$ cat src/rtl/uart_frame_ctrl_if.sv
// Bundle of the receive-byte, RAM-write and reader-handshake signals of the frame controller.
// The controller connects through slave; the environment connects through master.
interface uart_frame_ctrl_if #(
  parameter int unsigned ADDR_W = 7
);
  logic [7:0]      rx_byte;
  logic            rx_valid;
  logic            wr_en;
  logic [ADDR_W:0] wr_addr;
  logic [7:0]      wr_data;
  logic            frame_ready;
  logic            frame_bank;
  logic            frame_ack;
  logic            err_timeout;
  logic            err_overrun;
  logic [15:0]     frame_cnt;

  modport master (
    output rx_byte, rx_valid, frame_ack,
    input  wr_en, wr_addr, wr_data, frame_ready, frame_bank,
           err_timeout, err_overrun, frame_cnt
  );

  modport slave (
    input  rx_byte, rx_valid, frame_ack,
    output wr_en, wr_addr, wr_data, frame_ready, frame_bank,
           err_timeout, err_overrun, frame_cnt
  );
endinterface

$ cat src/rtl/uart_frame_ctrl.sv
// Frame controller: hunts for a sync byte, stores the payload into a ping-pong RAM bank,
// and hands each completed bank to the reader with a ready/ack handshake.
module uart_frame_ctrl #(
  parameter int unsigned FRAME_LEN = 113,
  parameter int unsigned ADDR_W    = 7,
  parameter logic [7:0]  SYNC_BYTE = 8'hA5,
  parameter logic [15:0] TIMEOUT   = 16'd50000
) (
  input logic              clk_Rx,
  input logic              rst,
  uart_frame_ctrl_if.slave bus
);

  localparam logic [ADDR_W-1:0] LAST_IDX  = ADDR_W'(FRAME_LEN - 1);
  localparam logic [16:0]       TMO_LIMIT = {1'b0, TIMEOUT};

  typedef enum logic [1:0] {
    HUNT   = 2'd0,
    FILL   = 2'd1,
    COMMIT = 2'd2
  } state_t;

  state_t            state;
  logic              wr_bank;
  logic              rd_bank;
  logic [1:0]        full;
  logic [ADDR_W-1:0] idx;
  logic [15:0]       tmo;

  logic [1:0]        full_nxt;
  logic              rd_nxt;
  logic              tmo_hit;
  logic              sync_seen;

  // Abort is decided one cycle early so the registered pulse lands TIMEOUT cycles after the last byte.
  assign tmo_hit   = (17'(tmo) + 17'd2) >= TMO_LIMIT;
  assign sync_seen = bus.rx_valid && (bus.rx_byte == SYNC_BYTE);

  // Bank occupancy: commit and ack always touch different banks, so both may apply in one cycle.
  always_comb begin
    full_nxt = full;
    rd_nxt   = rd_bank;
    if (state == COMMIT) begin
      full_nxt[wr_bank] = 1'b1;
    end
    if (bus.frame_ack && full[rd_bank]) begin
      full_nxt[rd_bank] = 1'b0;
      rd_nxt            = ~rd_bank;
    end
  end

  always_ff @(posedge clk_Rx) begin
    if (rst) begin
      state           <= HUNT;
      wr_bank         <= 1'b0;
      rd_bank         <= 1'b0;
      full            <= 2'b00;
      idx             <= '0;
      tmo             <= '0;
      bus.wr_en       <= 1'b0;
      bus.wr_addr     <= '0;
      bus.wr_data     <= '0;
      bus.frame_ready <= 1'b0;
      bus.frame_bank  <= 1'b0;
      bus.err_timeout <= 1'b0;
      bus.err_overrun <= 1'b0;
      bus.frame_cnt   <= '0;
    end else begin
      bus.wr_en       <= 1'b0;
      bus.err_timeout <= 1'b0;
      bus.err_overrun <= 1'b0;

      full            <= full_nxt;
      rd_bank         <= rd_nxt;
      bus.frame_ready <= full_nxt[rd_nxt];
      bus.frame_bank  <= rd_nxt;

      case (state)
        HUNT: begin
          if (sync_seen) begin
            if (full[wr_bank]) begin
              bus.err_overrun <= 1'b1;
            end else begin
              state <= FILL;
              idx   <= '0;
              tmo   <= '0;
            end
          end
        end

        FILL: begin
          if (bus.rx_valid) begin
            bus.wr_en   <= 1'b1;
            bus.wr_addr <= {wr_bank, idx};
            bus.wr_data <= bus.rx_byte;
            idx         <= idx + 1'b1;
            tmo         <= '0;
            if (idx == LAST_IDX) begin
              state <= COMMIT;
            end
          end else if (tmo_hit) begin
            bus.err_timeout <= 1'b1;
            tmo             <= '0;
            state           <= HUNT;
          end else begin
            tmo <= tmo + 16'd1;
          end
        end

        COMMIT: begin
          wr_bank       <= ~wr_bank;
          bus.frame_cnt <= bus.frame_cnt + 16'd1;
          state         <= HUNT;
        end

        default: begin
          state <= HUNT;
        end
      endcase
    end
  end

endmodule

$ cat src/flat_wrapper.sv
// flat-port wrapper written by rule: the top's interface ports become plain ports
module uart_frame_ctrl_flat 
#(
  parameter int unsigned FRAME_LEN = 113,
  parameter int unsigned ADDR_W    = 7,
  parameter logic [7:0]  SYNC_BYTE = 8'hA5,
  parameter logic [15:0] TIMEOUT   = 16'd50000
)
  (clk_Rx, rst, bus_rx_byte, bus_rx_valid, bus_frame_ack, bus_wr_en, bus_wr_addr, bus_wr_data, bus_frame_ready, bus_frame_bank, bus_err_timeout, bus_err_overrun, bus_frame_cnt);
  uart_frame_ctrl_if #(.ADDR_W(ADDR_W)) bus_i ();
  input logic clk_Rx;
  input logic rst;
  input wire logic [$bits(bus_i.rx_byte)-1:0] bus_rx_byte;
  input wire logic [$bits(bus_i.rx_valid)-1:0] bus_rx_valid;
  input wire logic [$bits(bus_i.frame_ack)-1:0] bus_frame_ack;
  output wire logic [$bits(bus_i.wr_en)-1:0] bus_wr_en;
  output wire logic [$bits(bus_i.wr_addr)-1:0] bus_wr_addr;
  output wire logic [$bits(bus_i.wr_data)-1:0] bus_wr_data;
  output wire logic [$bits(bus_i.frame_ready)-1:0] bus_frame_ready;
  output wire logic [$bits(bus_i.frame_bank)-1:0] bus_frame_bank;
  output wire logic [$bits(bus_i.err_timeout)-1:0] bus_err_timeout;
  output wire logic [$bits(bus_i.err_overrun)-1:0] bus_err_overrun;
  output wire logic [$bits(bus_i.frame_cnt)-1:0] bus_frame_cnt;
  assign bus_i.rx_byte = bus_rx_byte;
  assign bus_i.rx_valid = bus_rx_valid;
  assign bus_i.frame_ack = bus_frame_ack;
  assign bus_wr_en = bus_i.wr_en;
  assign bus_wr_addr = bus_i.wr_addr;
  assign bus_wr_data = bus_i.wr_data;
  assign bus_frame_ready = bus_i.frame_ready;
  assign bus_frame_bank = bus_i.frame_bank;
  assign bus_err_timeout = bus_i.err_timeout;
  assign bus_err_overrun = bus_i.err_overrun;
  assign bus_frame_cnt = bus_i.frame_cnt;
  uart_frame_ctrl #(.FRAME_LEN(FRAME_LEN), .ADDR_W(ADDR_W), .SYNC_BYTE(SYNC_BYTE), .TIMEOUT(TIMEOUT)) u_core (.clk_Rx(clk_Rx), .rst(rst), .bus(bus_i));
endmodule
$ cat config.mk
export PLATFORM = sky130hd
export DESIGN_NAME = uart_frame_ctrl_flat
export DESIGN_NICKNAME = d
export VERILOG_FILES = /design/src/rtl/uart_frame_ctrl_if.sv /design/src/rtl/uart_frame_ctrl.sv /design/src/flat_wrapper.sv
export SDC_FILE = /design/constraint.sdc
export NUM_CORES = 1
export LEC_CHECK = 0
export CAP_MARGIN = 15
export CORE_ASPECT_RATIO = 1.5
export CORE_MARGIN = 2
export CORE_UTILIZATION = 54
export CTS_CLUSTER_DIAMETER = 100
export DETAILED_ROUTE_END_ITERATION = 10
export PLACE_DENSITY = 0.8
export SYNTH_ARGS = -nofsm -noshare
export SYNTH_HDL_FRONTEND = slang
export SYNTH_SLANG_ARGS = --single-unit
$ cat constraint.sdc
create_clock -name clk_Rx -period 3 [get_ports clk_Rx]
set_clock_uncertainty 0.15 [all_clocks]
set_input_delay 0.45 -clock clk_Rx [delete_from_list [all_inputs] [get_ports clk_Rx]]
set_output_delay 0.45 -clock clk_Rx [all_outputs]
set_load 0.005 [all_outputs]
=== Word-level counts from Yosys, hierarchy flattened ===
Cells that the tools add are included.

* Flip-flop bits (word level): 65
* Latch bits: 0
* Memory bits (writable): 0
* Memory bits (read-only): 0
* Input port bits: 12
* Output and inout bits: 37
* Logic and storage cells: 84
* Memories kept: 0

* Add/sub/neg operators: 4
* Multiply operators: 0
* Div/mod/pow operators: 0
* Magnitude comparators: 6
* Equality and inequality tests: 9
* Shift-type cells: 0
* Multiplexer cells: 31
* Bitwise operators: 8
* Reductions and logical operators: 13

{| class="wikitable"
|+ Operators by type and width
! kind !! count
|-
| two-way mux 16 bit || 4
|-
| adder 16 x 1 -> 16 bit (second input constant) || 2
|-
| case mux 16 bit (2 select lines) || 1
|-
| two-way mux 7 bit || 3
|-
| adder 16 x 2 -> 17 bit (second input constant) || 1
|-
| greater-or-equal comparator 17 x 16 -> 1 bit (second input constant) || 1
|-
| two-way mux 2 bit || 7
|-
| case mux 7 bit (2 select lines) || 1
|-
| two-way mux 1 bit || 12
|-
| == test 8 bit (second input constant) || 1
|-
| AND reduction 4 bit || 2
|-
| adder 7 x 1 -> 7 bit (second input constant) || 1
|-
| == test 7 bit (second input constant) || 1
|-
| less-than comparator 1 x 2 -> 1 bit (second input constant) || 3
|-
| inequality test 3 x 2 -> 1 bit (second input constant) || 2
|-
| OR reduction 3 bit || 2
|-
| NOT 1 bit || 5
|-
| logical AND 1 bit || 4
|-
| inequality test 2 bit (second input constant) || 2
|-
| case mux 2 bit (2 select lines) || 1
|-
| AND reduction 3 bit || 1
|-
| AND 2 bit || 1
|-
| demux 1 bit (select 1 bit) || 2
|-
| == test 2 x 1 -> 1 bit (second input constant) || 1
|-
| other kinds (9) || 10
|}

=== Depth between registers and ports, before layout ===
Gate-level depths: netlist of the first run.

* Depth in word-level cells: 10
* Mapped depth: 7

=== Worst setup path after synthesis of the first run ===
No wires, ideal clock.

* Path kind: register to register
* Start point: reg u_core.tmo[2]
* End point: reg u_core.tmo[14]
* Setup time: 0.074 ns
* Arrival: 2.123 ns
* Data required time: 2.776 ns
* Setup slack: 0.652 ns
* Stages on the path, launching flop included: 8
* Path buffers: 1
* Cell sequence: dfxtp_1 -> ha_1 -> nand4_2 -> or4_4 -> xor2_1 -> o21ai_4 -> buf_6 -> a31oi_1

* Cells in the longest elaborated chain, start to end: 5
* Elaborated cells between the ends (all ways): 6
* Classes of those cells: add/sub: 2; order compare: 1; mux: 3

{| class="wikitable"
|+ RTL lines
! what !! line !! RTL
|-
| start: declaration || uart_frame_ctrl.sv:28 || <nowiki>logic [15:0] tmo;</nowiki>
|-
| start signal: assignment || uart_frame_ctrl.sv:106 || <nowiki>tmo <= tmo + 16'd1;</nowiki>
|-
| adder 16 x 2 -> 17 bit || uart_frame_ctrl.sv:36 || <nowiki>assign tmo_hit = (17'(tmo) + 17'd2) >= TMO_LIMIT;</nowiki>
|-
| greater-or-equal comparator 17 x 16 -> 1 bit || uart_frame_ctrl.sv:36 ||
|-
| two-way mux 16 bit (*) || uart_frame_ctrl.sv:101 || <nowiki>end else if (tmo_hit) begin</nowiki>
|-
| two-way mux 16 bit (*) || uart_frame_ctrl.sv:92 || <nowiki>if (bus.rx_valid) begin</nowiki>
|-
| case mux 16 bit (2 select lines) (*) || uart_frame_ctrl.sv:78 || <nowiki>case (state)</nowiki>
|}

Every way passes the cells marked *; elsewhere a longest branch is shown, timed or not.
A chain may end at the register's enable or synchronous reset.

=== Worst setup path after layout of the first run ===
* Start point: reg u_core.tmo[1]
* End point: reg u_core.tmo[7]

Same word-level chain as after synthesis.

==> results_tabular.tex, run 1 <==
\begin{tabular}{lr}
\hline
Metric & Value \\
\hline
\multicolumn{2}{l}{\textbf{Clock tree}} \\
Post-CTS resize count & 0 \\
Setup Buffers After CTS & 0 \\
TritonCTS clock tree & built \\
Quantity of hold-fixing buffers added after cts & 0 \\
Clock Tree Root & sky130\_fd\_sc\_hd\_\_clkbuf\_8 \\
Latest clock arrival within the worst-skew pair & approximately 340 ps \\
Clock transition time at the flip-flop clock pins of the worst setup and hold paths & approximately 80 ps \\
Clock Path Buffers & 2 \\
Clock sinks & 65 \\
H-tree depth reported by CTS & 3 \\
Clock buffers created by TritonCTS & 9 \\
\multicolumn{2}{l}{\textbf{Synth}} \\
Synth Cell Area & between 3000 and 4000 sq um \\
Ranking of synthesized cells by area & sky130\_fd\_sc\_hd\_\_dfxtp\_1 (40\%), sky130\_fd\_sc\_hd\_\_nand2\_1 (6.2\%), sky130\_fd\_sc\_hd\_\_a21oi\_1 (5.2\%) \\
Net Count, Synth & $\sim$410 \\
List of most frequent post-synthesis cells & sky130\_fd\_sc\_hd\_\_dfxtp\_1 (65), sky130\_fd\_sc\_hd\_\_nand2\_1 (54), sky130\_fd\_sc\_hd\_\_a21oi\_1 (34) \\
Netlist cell types & 59 \\
Share of the synthesized area in the top cell type & 39.9\% \\
Share of synthesized registers carrying an async set or reset & 0\% \\
\#FFs+latches synth & 65 \\
Share of the yosys chip area belonging to registers & around 40\% \\
Cell type contributing the most total cell area after synthesis & sky130\_fd\_sc\_hd\_\_dfxtp\_1 \\
Per-instance average area after synthesis & around 8.4 sq um \\
Most repeated cell in the gate-level netlist after synthesis & sky130\_fd\_sc\_hd\_\_dfxtp\_1 \\
Count of flip-flops with a built-in enable after synthesis & 0 \\
Post-synthesis instance total & 388 \\
Count of warnings emitted by yosys & 0 \\
Primary flip-flop cell chosen by synthesis mapping & sky130\_fd\_sc\_hd\_\_dfxtp\_1 \\
\multicolumn{2}{l}{\textbf{Floorplan}} \\
I/O pin cnt & 49 \\
FP Rows & 34 \\
Effective utilization at floorplan & a little under three fifths \\
Chip height & around 99 microns \\
Floorplan die area & roughly 6700 sq um \\
Core region area & $\sim$6000 sq um \\
Die boundary width & slightly below 70 microns \\
\multicolumn{2}{l}{\textbf{Route}} \\
Post-route ant nets & 0 \\
Iteration-0 DRC Markers & 174 \\
Routed WL per cell & around 15 microns \\
Detailed-route wire length & $\sim$7500 microns \\
Number of detailed-routing iterations run before antenna repair & 4 \\
Mean number of vias per cell & approximately 5.9 \\
Count of vias placed by the detailed router & about 3.0k \\
Remaining DRCs & 0 \\
\multicolumn{2}{l}{\textbf{GRT}} \\
Global-route wire length before repair & between 10,000 and 15,000 microns \\
GRT Resource Usage Total & about a quarter \\
Number of global-route vias before repair & between 2k and 3k \\
Maximum number of pins on one net before global-route repair & 37 \\
Number of antenna violations at the first check in global routing & 0 \\
Overall overflow remaining after global route & 0 \\
\multicolumn{2}{l}{\textbf{Cells and area}} \\
Share of post-route cells with drive strength above 1 & under 10\% \\
Filler instances & 486 \\
Antenna diode instance count & 0 \\
Area Overhead vs Synth & 20.5\% \\
Fin nets & between 400 and 500 \\
\multicolumn{2}{l}{\textbf{Critical path}} \\
CP Buf/Inv Count & 0 \\
Kind of capture point of the worst setup path & flip-flop \\
Critical path cell sequence & ha\_1 -> nand4\_2 -> or4\_4 -> xor2\_1 -> o21ai\_4 -> a31oi\_1 \\
Crit path max-delay family & simple AND/OR/NAND/NOR gates \\
Largest stage delay on the critical path & $\sim$580 ps \\
Req. time, crit path & just over 3000 ps \\
Type of the worst setup path & reg -> reg \\
Standard cell with the maximum stage delay on the critical path & sky130\_fd\_sc\_hd\_\_or4\_4 \\
Startpoint kind of the worst setup timing path & flip-flop \\
Worst EP arrival & roughly 2800 ps \\
Top fanout value on the critical path & 15 \\
\multicolumn{2}{l}{\textbf{Placed design}} \\
Worst slack after detailed placement & just over 200 ps \\
Detailed placer's ending HPWL & roughly 5600 microns \\
Final weighted congestion in routability-driven placement & 0.913 \\
Total of buffers placed on input and output ports & 48 \\
\multicolumn{2}{l}{\textbf{Hold path}} \\
Classification of the worst-slack hold path & reg -> reg \\
\multicolumn{2}{l}{\textbf{Power}} \\
Power per unit of standard cell area & 416 nW/um\^{}2 \\
Peak supply drop & approximately 0.26 mV \\
Total power after layout & 1.64 mW \\
Leakage power figure & around 1.2 nW \\
\multicolumn{2}{l}{\textbf{STA}} \\
Max-Slew Margin vs Limit & about 56\% \\
Portion of the clock cycle consumed by the worst path in the final layout & 90.9\% \\
Max-slew violation count & 0 \\
Final Worst Setup Slack & 274 ps \\
Post-Route Setup TNS & 0 ps \\
Number of hold-slack violations in the final timing report & 0 \\
Final Hold Slack & approximately 300 ps \\
Slew at the pin closest to its max-slew limit & approximately 660 ps \\
Fin crit period & approximately 2700 ps \\
Unrepaired setup endpoints after global routing & false \\
Fmax achieved & roughly 370 MHz \\
Setup violators final & 0 \\
\multicolumn{2}{l}{\textbf{Outcome}} \\
Outcome & completed \\
\multicolumn{2}{l}{\textbf{Run}} \\
Number of max-cap violations & 0 \\
\hline
\end{tabular}
final timing paths:
check	from	end	slack, ps	depth (start not counted)
worst min register to register	u_core.bus.wr_data[3]$_SDFFE_PP0P_	u_core.bus.wr_data[3]$_SDFFE_PP0P_	300	2
worst min-delay path	u_core.bus.wr_data[3]$_SDFFE_PP0P_	u_core.bus.wr_data[3]$_SDFFE_PP0P_	300	2
worst max register to register	u_core.tmo[1]$_SDFFE_PP0P_	u_core.tmo[7]$_SDFFE_PP0P_	270	6
worst max-delay path	u_core.tmo[1]$_SDFFE_PP0P_	u_core.tmo[7]$_SDFFE_PP0P_	270	6
report_power, final:
group / switching (mW) / internal (mW) / leakage (nW)
combinational: 0.0248 / 0.0203 / 0.624
clock: 0.343 / 0.381 / 0.0912
sequential: 0.00245 / 0.863 / 0.523
state kept, by name, indices dropped and copies added (netlist names):
name / cells
u_core.bus.wr_addr: 8
u_core.bus.frame_ready: 1
u_core.state: 2
u_core.bus.err_timeout: 1
u_core.full: 2
u_core.bus.frame_cnt: 16
u_core.bus.err_overrun: 1
u_core.tmo: 16
u_core.bus.frame_bank: 1
u_core.bus.wr_data: 8
u_core.bus.wr_en: 1
u_core.wr_bank: 1
u_core.idx: 7
metal layers:
metal  up-vias  global-route usage [%]  wire length (microns)
met5         -                       0                      0
met4         0                    13.5                    258
met3        25                    5.54                    261
met2        73                    43.5                   4070
met1      1417                    25.1                   2880
li1       1471                       -                      -
through the flow:
| stage | utilization, % | std cells | instance area (sq um) |
|---|---|---|---|
| floorplan | - | 388 | 3260 |
| global placement | 64.1 | 493 | 3730 |
| detailed placement | 64.1 | 493 | 3730 |
| CTS | 67.4 | 509 | 3930 |
| global route | 67.4 | 509 | 3930 |
| finish | 67.4 | 509 | 3930 |
cell families (layout without fill, tap and decap cells):
family / after synthesis / in the layout / share of synthesized area (%)
flops: 65 / 65 / 39.9
compound gates: 85 / 85 / 16.2
xor+xnor: 31 / 31 / 8.32
fa+ha+maj: 6 / 6 / 2.30
mux: 4 / 4 / 1.27
simple gates: 162 / 162 / 25.9
buf+inv: 35 / 84 / 6.10
worst min-delay path, delay by kind of cell (launching register included):
kind / cells / cell delay, ps
flops: 1 / 310
simple gates: 1 / 50
compound gates: 1 / 50
layout make-up:
type                            instances  area [sq um]  share of cell area (%)
Sequential cell                        65          1300                    33.1
Inverter                               13          48.8                    1.24
Clock inverter                          7          71.3                    1.81
Tap cell                               72          90.1                    2.29
Clock buffer                            9           124                    3.15
Multi-Input combinational cell        288          1760                    44.8
Timing Repair Buffer                   55           533                    13.6
layout by cell type, fill, tap and decap left out, types with 13 or more instances in the layout:
cell type                          n
sky130_fd_sc_hd__a21oi_1          34
sky130_fd_sc_hd__a31oi_1          17
sky130_fd_sc_hd__clkdlybuf4s50_1  48
sky130_fd_sc_hd__dfxtp_1          65
sky130_fd_sc_hd__inv_1            13
sky130_fd_sc_hd__nand2_1          54
sky130_fd_sc_hd__nor2_1           27
sky130_fd_sc_hd__xnor2_1          18
sky130_fd_sc_hd__xor2_1           13
Note: power is estimated with default switching activity, not from simulation.
==> inputs of run 2 (changes only) <==
Settings changed: HOLD_SLACK_MARGIN from default to 0.1, SETUP_SLACK_MARGIN from default to 0.4.
==> results_tabular.tex, run 2 (same netlist as run 1, synthesis figures left out) <==
\begin{tabular}{lr}
\hline
Metric & Value \\
\hline
\multicolumn{2}{l}{\textbf{Floorplan}} \\
I/O pin cnt & 49 (unchanged) \\
Core region area & 5830 sq um (unchanged) \\
Die boundary width & 67.5 microns (unchanged) \\
FP Rows & 34 (unchanged) \\
Effective utilization at floorplan & 56.0\% (unchanged) \\
Floorplan die area & 6690 sq um (unchanged) \\
Chip height & 99.2 microns (unchanged) \\
\multicolumn{2}{l}{\textbf{Cells and area}} \\
Largest registers & u\_core.bus.frame\_cnt (16), u\_core.tmo (16) \\
Area Overhead vs Synth & 22.2\% \\
Commonest cells after routing, fill and taps aside & sky130\_fd\_sc\_hd\_\_dfxtp\_1 (63), sky130\_fd\_sc\_hd\_\_nand2\_1 (54), sky130\_fd\_sc\_hd\_\_clkdlybuf4s50\_1 (48) \\
Most common library cell in the layout ignoring fill and taps & sky130\_fd\_sc\_hd\_\_dfxtp\_1 \\
Final std cells w/o fill & 510 (+0.20\%) \\
Share of post-route cells with drive strength above 1 & 10.3\% (+1.6 points) \\
Final design instance area without fill & 3990 sq um (+1.5\%) \\
Fin nets & 451 (+0.22\%) \\
Antenna diode instance count & 0 (unchanged) \\
\multicolumn{2}{l}{\textbf{STA}} \\
Portion of the clock cycle consumed by the worst path in the final layout & 81.7\% (-9.2 points) \\
Number of hold-slack violations in the final timing report & 0 (unchanged) \\
Fin crit period & 2450 ps (-275 ps) \\
Fmax achieved & 408 MHz (+11\%) \\
Max-slew violation count & 0 (unchanged) \\
Setup violators final & 0 (unchanged) \\
Final Worst Setup Slack & 548 ps (+275 ps) \\
Unrepaired setup endpoints after global routing & false \\
Slew at the pin closest to its max-slew limit & 661 ps (+6.19 ps) \\
Post-Route Setup TNS & 0 ps (unchanged) \\
Max-Slew Margin vs Limit & 55.3\% (-0.42 points) \\
\multicolumn{2}{l}{\textbf{Route}} \\
Post-route ant nets & 0 (unchanged) \\
Detailed-route wire length & 7640 microns (+2.1\%) \\
Remaining DRCs & 0 (unchanged) \\
Iteration-0 DRC Markers & 144 (-17\%) \\
Routed WL per cell & 15.0 microns (+1.9\%) \\
Mean number of vias per cell & 5.83 (-0.63\%) \\
Count of vias placed by the detailed router & 2,973 (-0.44\%) \\
Number of detailed-routing iterations run before antenna repair & 4 (unchanged) \\
\multicolumn{2}{l}{\textbf{Clock tree}} \\
H-tree depth reported by CTS & 3 (unchanged) \\
Clock Path Buffers & 2 (unchanged) \\
Clock sinks & 65 (unchanged) \\
Latest clock arrival within the worst-skew pair & 350 ps (about the same) \\
Clock Tree Root & sky130\_fd\_sc\_hd\_\_clkbuf\_8 \\
Clock buffers created by TritonCTS & 9 (unchanged) \\
TritonCTS clock tree & built \\
Clock transition time at the flip-flop clock pins of the worst setup and hold paths & 70 ps (about the same) \\
\multicolumn{2}{l}{\textbf{GRT}} \\
GRT Resource Usage Total & 24.5\% (+0.17 points) \\
Global-route wire length before repair & 12,900 microns (+0.65\%) \\
Number of global-route vias before repair & 2,926 (+0.62\%) \\
Overall overflow remaining after global route & 0 (unchanged) \\
Maximum number of pins on one net before global-route repair & 37 (unchanged) \\
Number of antenna violations at the first check in global routing & 0 (unchanged) \\
\multicolumn{2}{l}{\textbf{Placed design}} \\
Cell Area, Placed & 3730 sq um (unchanged) \\
Worst slack after detailed placement & 203 ps (unchanged) \\
Detailed placer's ending HPWL & 5560 microns (unchanged) \\
Final weighted congestion in routability-driven placement & 0.913 (unchanged) \\
Total of buffers placed on input and output ports & 48 (unchanged) \\
DP Cell Count & 493 (unchanged) \\
\multicolumn{2}{l}{\textbf{Critical path}} \\
Worst R2R Start & u\_core.tmo[7]\$\_SDFFE\_PP0P\_ \\
Kind of capture point of the worst setup path & flip-flop \\
Top fanout value on the critical path & 12 (-3) \\
CP Launch Point & u\_core.tmo[7]\$\_SDFFE\_PP0P\_ \\
Startpoint kind of the worst setup timing path & flip-flop \\
Critical path cell sequence & nand4\_2 -> nor3\_1 -> mux2i\_1 -> o2111ai\_2 -> buf\_4 -> a31oi\_1 \\
Req. time, crit path & 3120 ps (+70 ps) \\
Worst EP arrival & 2570 ps (-210 ps) \\
Type of the worst setup path & reg -> reg \\
FF-to-FF path depth & 6 (unchanged) \\
Largest stage delay on the critical path & 480 ps (-100 ps) \\
Standard cell with the maximum stage delay on the critical path & sky130\_fd\_sc\_hd\_\_dfxtp\_1 \\
\multicolumn{2}{l}{\textbf{Hold path}} \\
Classification of the worst-slack hold path & reg -> reg \\
Hold path startpoint & u\_core.bus.wr\_data[3]\$\_SDFFE\_PP0P\_ \\
Hold path cells & 2 (unchanged) \\
\multicolumn{2}{l}{\textbf{Power}} \\
Leakage power figure & 1.25 nW (+1.0\%) \\
Internal power component & 1.26 mW (about the same) \\
Net switching power of the design & 372 uW (+0.42\%) \\
Part of the power in combinational logic & 2.8\% (about the same) \\
Power per unit of standard cell area & 410 nW/um\^{}2 (-1.4\%) \\
Register share of total power & 52.9\% (about the same) \\
Clock share of power & 44.3\% (about the same) \\
Total power after layout & 1.64 mW (about the same) \\
Sw frac & 22.7\% (+0.074 points) \\
Peak supply drop & 0.262 mV (+0.33\%) \\
\multicolumn{2}{l}{\textbf{Outcome}} \\
Outcome & completed \\
\multicolumn{2}{l}{\textbf{Run}} \\
Number of max-cap violations & 0 (unchanged) \\
\hline
\end{tabular}
run 2: cell count changes in the layout (fill, tap and decap cells not counted), sizes merged:
cell	before	now
buf	7	8
run 2: what timing repair did:
item | in CTS | in global routing
pin swaps | 1 | 0
hold buffers | 0 | 0
buffers inserted | 1 | 0
endpoints found under the setup margin | 15 | 15
gates resized for setup | 1 | 6
run 2: power by group through the flow:
stage / logic, mW / registers (mW) / clock network [mW]
detailed placement: 0.0448 / 0.886 / 0
floorplan: 0.0203 / 0.885 / 0
global placement: 0.0439 / 0.886 / 0
global route: 0.0492 / 0.866 / 0.777
finish: 0.0451 / 0.866 / 0.726
CTS: 0.0452 / 0.866 / 0.739
run 2: final timing paths:
kind,to,slack (ps)
worst min register to register,u_core.bus.wr_data[3]$_SDFFE_PP0P_,300
worst min-delay path,u_core.bus.wr_data[3]$_SDFFE_PP0P_,300
worst max register to register,u_core.tmo[11]$_SDFFE_PP0P_,550
worst max-delay path,u_core.tmo[11]$_SDFFE_PP0P_,550
run 2: layout make-up:
type	count	area, sq um
Clock buffer	9	124
Clock inverter	7	71.3
Fill cell	482	1840
Inverter	13	48.8
Multi-Input combinational cell	288	1800
Sequential cell	65	1300
Tap cell	72	90.1
Timing Repair Buffer	56	553
run 2: per-stage QoR:
step / hold WS, ps / utilization, %
after detailed placement: 296 / 64.1
final: 304 / 68.4
after floorplan: 300 / -
after CTS: 307 / 67.9
after global placement: 291 / 64.1
after global routing: 324 / 68.4
run 2: critical path, delay by kind of cell (launching register included):
family | cells | cell delay (ps)
DFF | 1 | 480
muxes | 1 | 370
AOI/OAI and AO/OA | 2 | 410
and+or+nand+nor | 2 | 710
buffers and inverters | 1 | 250
run 2: per-layer routing:
metal  vias up  wire length [microns]  GRT usage, %
met5         -                      0             0
met4         0                    202          12.9
met3        20                    273          5.54
met2        68                   4240          44.2
met1      1413                   2920          25.3
li1       1472                      -             -
==> inputs of run 3 (changes only) <==
Settings changed: CORE_UTILIZATION 54 to 49, PLACE_DENSITY 0.8 to 0.76.
Clock period 3 ns to 2.2 ns, I/O delays scaled along.
==> results_tabular.tex, run 3 (same netlist as run 1, synthesis figures left out) <==
\begin{tabular}{lr}
\hline
Metric & Value \\
\hline
\multicolumn{2}{l}{\textbf{Outcome}} \\
Outcome & completed \\
\multicolumn{2}{l}{\textbf{Placed design}} \\
Total of buffers placed on input and output ports & 48 (unchanged) \\
Final weighted congestion in routability-driven placement & 0.931 (+2.0\%) \\
DP Cell Count & 533 (+8.1\%) \\
Detailed placer's ending HPWL & 5940 microns (+6.8\%) \\
\multicolumn{2}{l}{\textbf{Power}} \\
Power per unit of standard cell area & 495 nW/um\^{}2 (+21\%) \\
Peak supply drop & 0.399 mV (+52\%) \\
Leakage power figure & 1.58 nW (+26\%) \\
\multicolumn{2}{l}{\textbf{Route}} \\
Number of detailed-routing iterations run before antenna repair & 6 (+2) \\
Remaining DRCs & 0 (unchanged) \\
Mean number of vias per cell & 5.84 (+0.13\%) \\
Iteration-0 DRC Markers & 142 (-1.4\%) \\
Detailed-route wire length & 8900 microns (+16\%) \\
Post-route ant nets & 0 (unchanged) \\
Count of vias placed by the detailed router & 3,257 (+9.6\%) \\
Routed WL per cell & 15.9 microns (+6.5\%) \\
\multicolumn{2}{l}{\textbf{Floorplan}} \\
Core region area & 6490 sq um (+11\%) \\
I/O pin cnt & 49 (unchanged) \\
Effective utilization at floorplan & 50.3\% (-5.7 points) \\
Floorplan die area & 7340 sq um (+9.7\%) \\
Chip height & 104 microns (+4.8\%) \\
Die boundary width & 70.6 microns (+4.7\%) \\
FP Rows & 36 (+5.9\%) \\
\multicolumn{2}{l}{\textbf{Clock tree}} \\
Clock buffers created by TritonCTS & 9 (unchanged) \\
Clock Path Buffers & 2 (unchanged) \\
Quantity of hold-fixing buffers added after cts & 0 (unchanged) \\
Clock Tree Root & sky130\_fd\_sc\_hd\_\_clkbuf\_8 \\
Latest clock arrival within the worst-skew pair & 350 ps (about the same) \\
Clock transition time at the flip-flop clock pins of the worst setup and hold paths & 70 ps (about the same) \\
Clock sinks & 65 (unchanged) \\
H-tree depth reported by CTS & 3 (unchanged) \\
TritonCTS clock tree & built \\
\multicolumn{2}{l}{\textbf{STA}} \\
Slew at the pin closest to its max-slew limit & 499 ps (-163 ps) \\
Max-slew violation count & 0 (unchanged) \\
Number of hold-slack violations in the final timing report & 0 (unchanged) \\
Post-Route Setup TNS & 0 ps (unchanged) \\
Fmax achieved & 485 MHz (+19\%) \\
Max-Slew Margin vs Limit & 66.5\% (+11 points) \\
Portion of the clock cycle consumed by the worst path in the final layout & 93.8\% (+12 points) \\
Final Hold Slack & 232 ps (-71.8 ps) \\
Fin crit period & 2060 ps (-388 ps) \\
Setup violators final & 0 (unchanged) \\
Unrepaired setup endpoints after global routing & true \\
\multicolumn{2}{l}{\textbf{Hold path}} \\
Hold path cells & 3 (+1) \\
Worst Hold Endpoint & u\_core.bus.wr\_data[5]\$\_SDFFE\_PP0P\_ \\
Hold path startpoint & bus\_rx\_byte[5] \\
Classification of the worst-slack hold path & in -> reg \\
\multicolumn{2}{l}{\textbf{Critical path}} \\
Worst EP arrival & 2190 ps (-380 ps) \\
Kind of capture point of the worst setup path & flip-flop \\
FF-to-FF path depth & 5 (-1) \\
Reg-to-Reg End & u\_core.tmo[15]\$\_SDFFE\_PP0P\_ \\
Req. time, crit path & 2320 ps (-800 ps) \\
Flop-to-flop setup slack & 140 ps (-410 ps) \\
Top fanout value on the critical path & 5 (-7) \\
Type of the worst setup path & reg -> reg \\
Worst R2R Start & u\_core.tmo[5]\$\_SDFFE\_PP0P\_ \\
Startpoint kind of the worst setup timing path & flip-flop \\
\multicolumn{2}{l}{\textbf{Cells and area}} \\
Antenna diode instance count & 0 (unchanged) \\
Core Util, Final & 70.6\% (+2.1 points) \\
Area Overhead vs Synth & 40.3\% \\
Filler instances & 516 (+7.1\%) \\
Fin nets & 496 (+10\%) \\
Largest registers & u\_core.bus.frame\_cnt (16), u\_core.tmo (16) \\
Most common library cell in the layout ignoring fill and taps & sky130\_fd\_sc\_hd\_\_nand2\_1 \\
Share of post-route cells with drive strength above 1 & 26.3\% (+16 points) \\
Final std cells w/o fill & 558 (+9.4\%) \\
Commonest cells after routing, fill and taps aside & sky130\_fd\_sc\_hd\_\_nand2\_1 (54), sky130\_fd\_sc\_hd\_\_dfxtp\_1 (51), sky130\_fd\_sc\_hd\_\_buf\_4 (47) \\
\multicolumn{2}{l}{\textbf{GRT}} \\
Number of global-route vias before repair & 3,209 (+9.7\%) \\
GRT Resource Usage Total & 24.1\% (-0.47 points) \\
Maximum number of pins on one net before global-route repair & 27 (-27\%) \\
Overall overflow remaining after global route & 0 (unchanged) \\
Global-route wire length before repair & 14,200 microns (+11\%) \\
Number of antenna violations at the first check in global routing & 0 (unchanged) \\
\multicolumn{2}{l}{\textbf{Run}} \\
Number of max-cap violations & 0 (unchanged) \\
\hline
\end{tabular}
[run 3: cell count changes in the layout (fill, tap and decap cells not counted), sizes merged]
| cell | before | now |
|---|---|---|
| o31a | 1 | 2 |
| clkinv | 3 | 2 |
| dlygate4sd2 | 0 | 7 |
| clkinvlp | 3 | 0 |
| clkbuf | 9 | 12 |
| clkdlybuf4s50 | 48 | 41 |
| buf | 8 | 52 |
[run 3: final cells by class]
cell class                 instances  area (sq um)  area share [%]
multi-input combinational        289          2020            44.2
sequential                        65          1330            29.0
timing repair buffer             100           890            19.4
clock buffer                      12           155            3.39
tap                               76          95.1            2.08
inverter                          13          48.8            1.07
clock inverter                     3          40.0           0.875
[run 3: metrics by stage]
| step | total power, mW | worst slack [ps] | area [sq um] |
|---|---|---|---|
| finish | 2.26 | 136 | 4580 |
| global route | 2.34 | 82.8 | 4580 |
| CTS | 2.28 | 148 | 4450 |
| detailed placement | 1.28 | -285 | 4080 |
| global placement | 1.28 | -254 | 4080 |
| floorplan | 1.23 | 110 | 3340 |
[run 3: repair_timing]
item	4_1_cts	5_1_grt
cloned	2	0
pin swaps	20	16
buffers inserted	6	2
setup endpoints to repair	33	36
gates resized for setup	41	25
[run 3: report_power, final]
part | switching, mW | internal (mW) | total [mW]
clock | 0.439 | 0.575 | 1.01
combinational | 0.0426 | 0.0326 | 0.0752
sequential | 0.000960 | 1.17 | 1.17
total | 0.483 | 1.78 | 2.26
[run 3: worst max-delay path by stage]
stage                                     from                           to
global route        u_core.tmo[1]$_SDFFE_PP0P_  u_core.tmo[15]$_SDFFE_PP0P_
finish              u_core.tmo[5]$_SDFFE_PP0P_  u_core.tmo[15]$_SDFFE_PP0P_
CTS                 u_core.tmo[1]$_SDFFE_PP0P_  u_core.tmo[15]$_SDFFE_PP0P_
detailed placement              bus_rx_byte[6]   u_core.idx[6]$_SDFFE_PP0P_
global placement                bus_rx_byte[6]   u_core.idx[6]$_SDFFE_PP0P_
floorplan           u_core.tmo[2]$_SDFFE_PP0P_  u_core.tmo[14]$_SDFFE_PP0P_
[run 3: routing by layer]
metal	wire length, microns	global-route usage [%]	part of all wire [%]
met1	3340	24.6	38
met2	4930	42.6	55
met3	360	6.69	4.0
met4	256	14.3	2.9
met5	0	0	0
[run 3: critical path, cell delays in order, from the launching register on]
cell                      delay, ps
sky130_fd_sc_hd__dfxtp_1        450
sky130_fd_sc_hd__nand4_4        130
sky130_fd_sc_hd__or4_4          570
sky130_fd_sc_hd__or3_4          390
sky130_fd_sc_hd__xor2_1         140
sky130_fd_sc_hd__a31oi_1        140
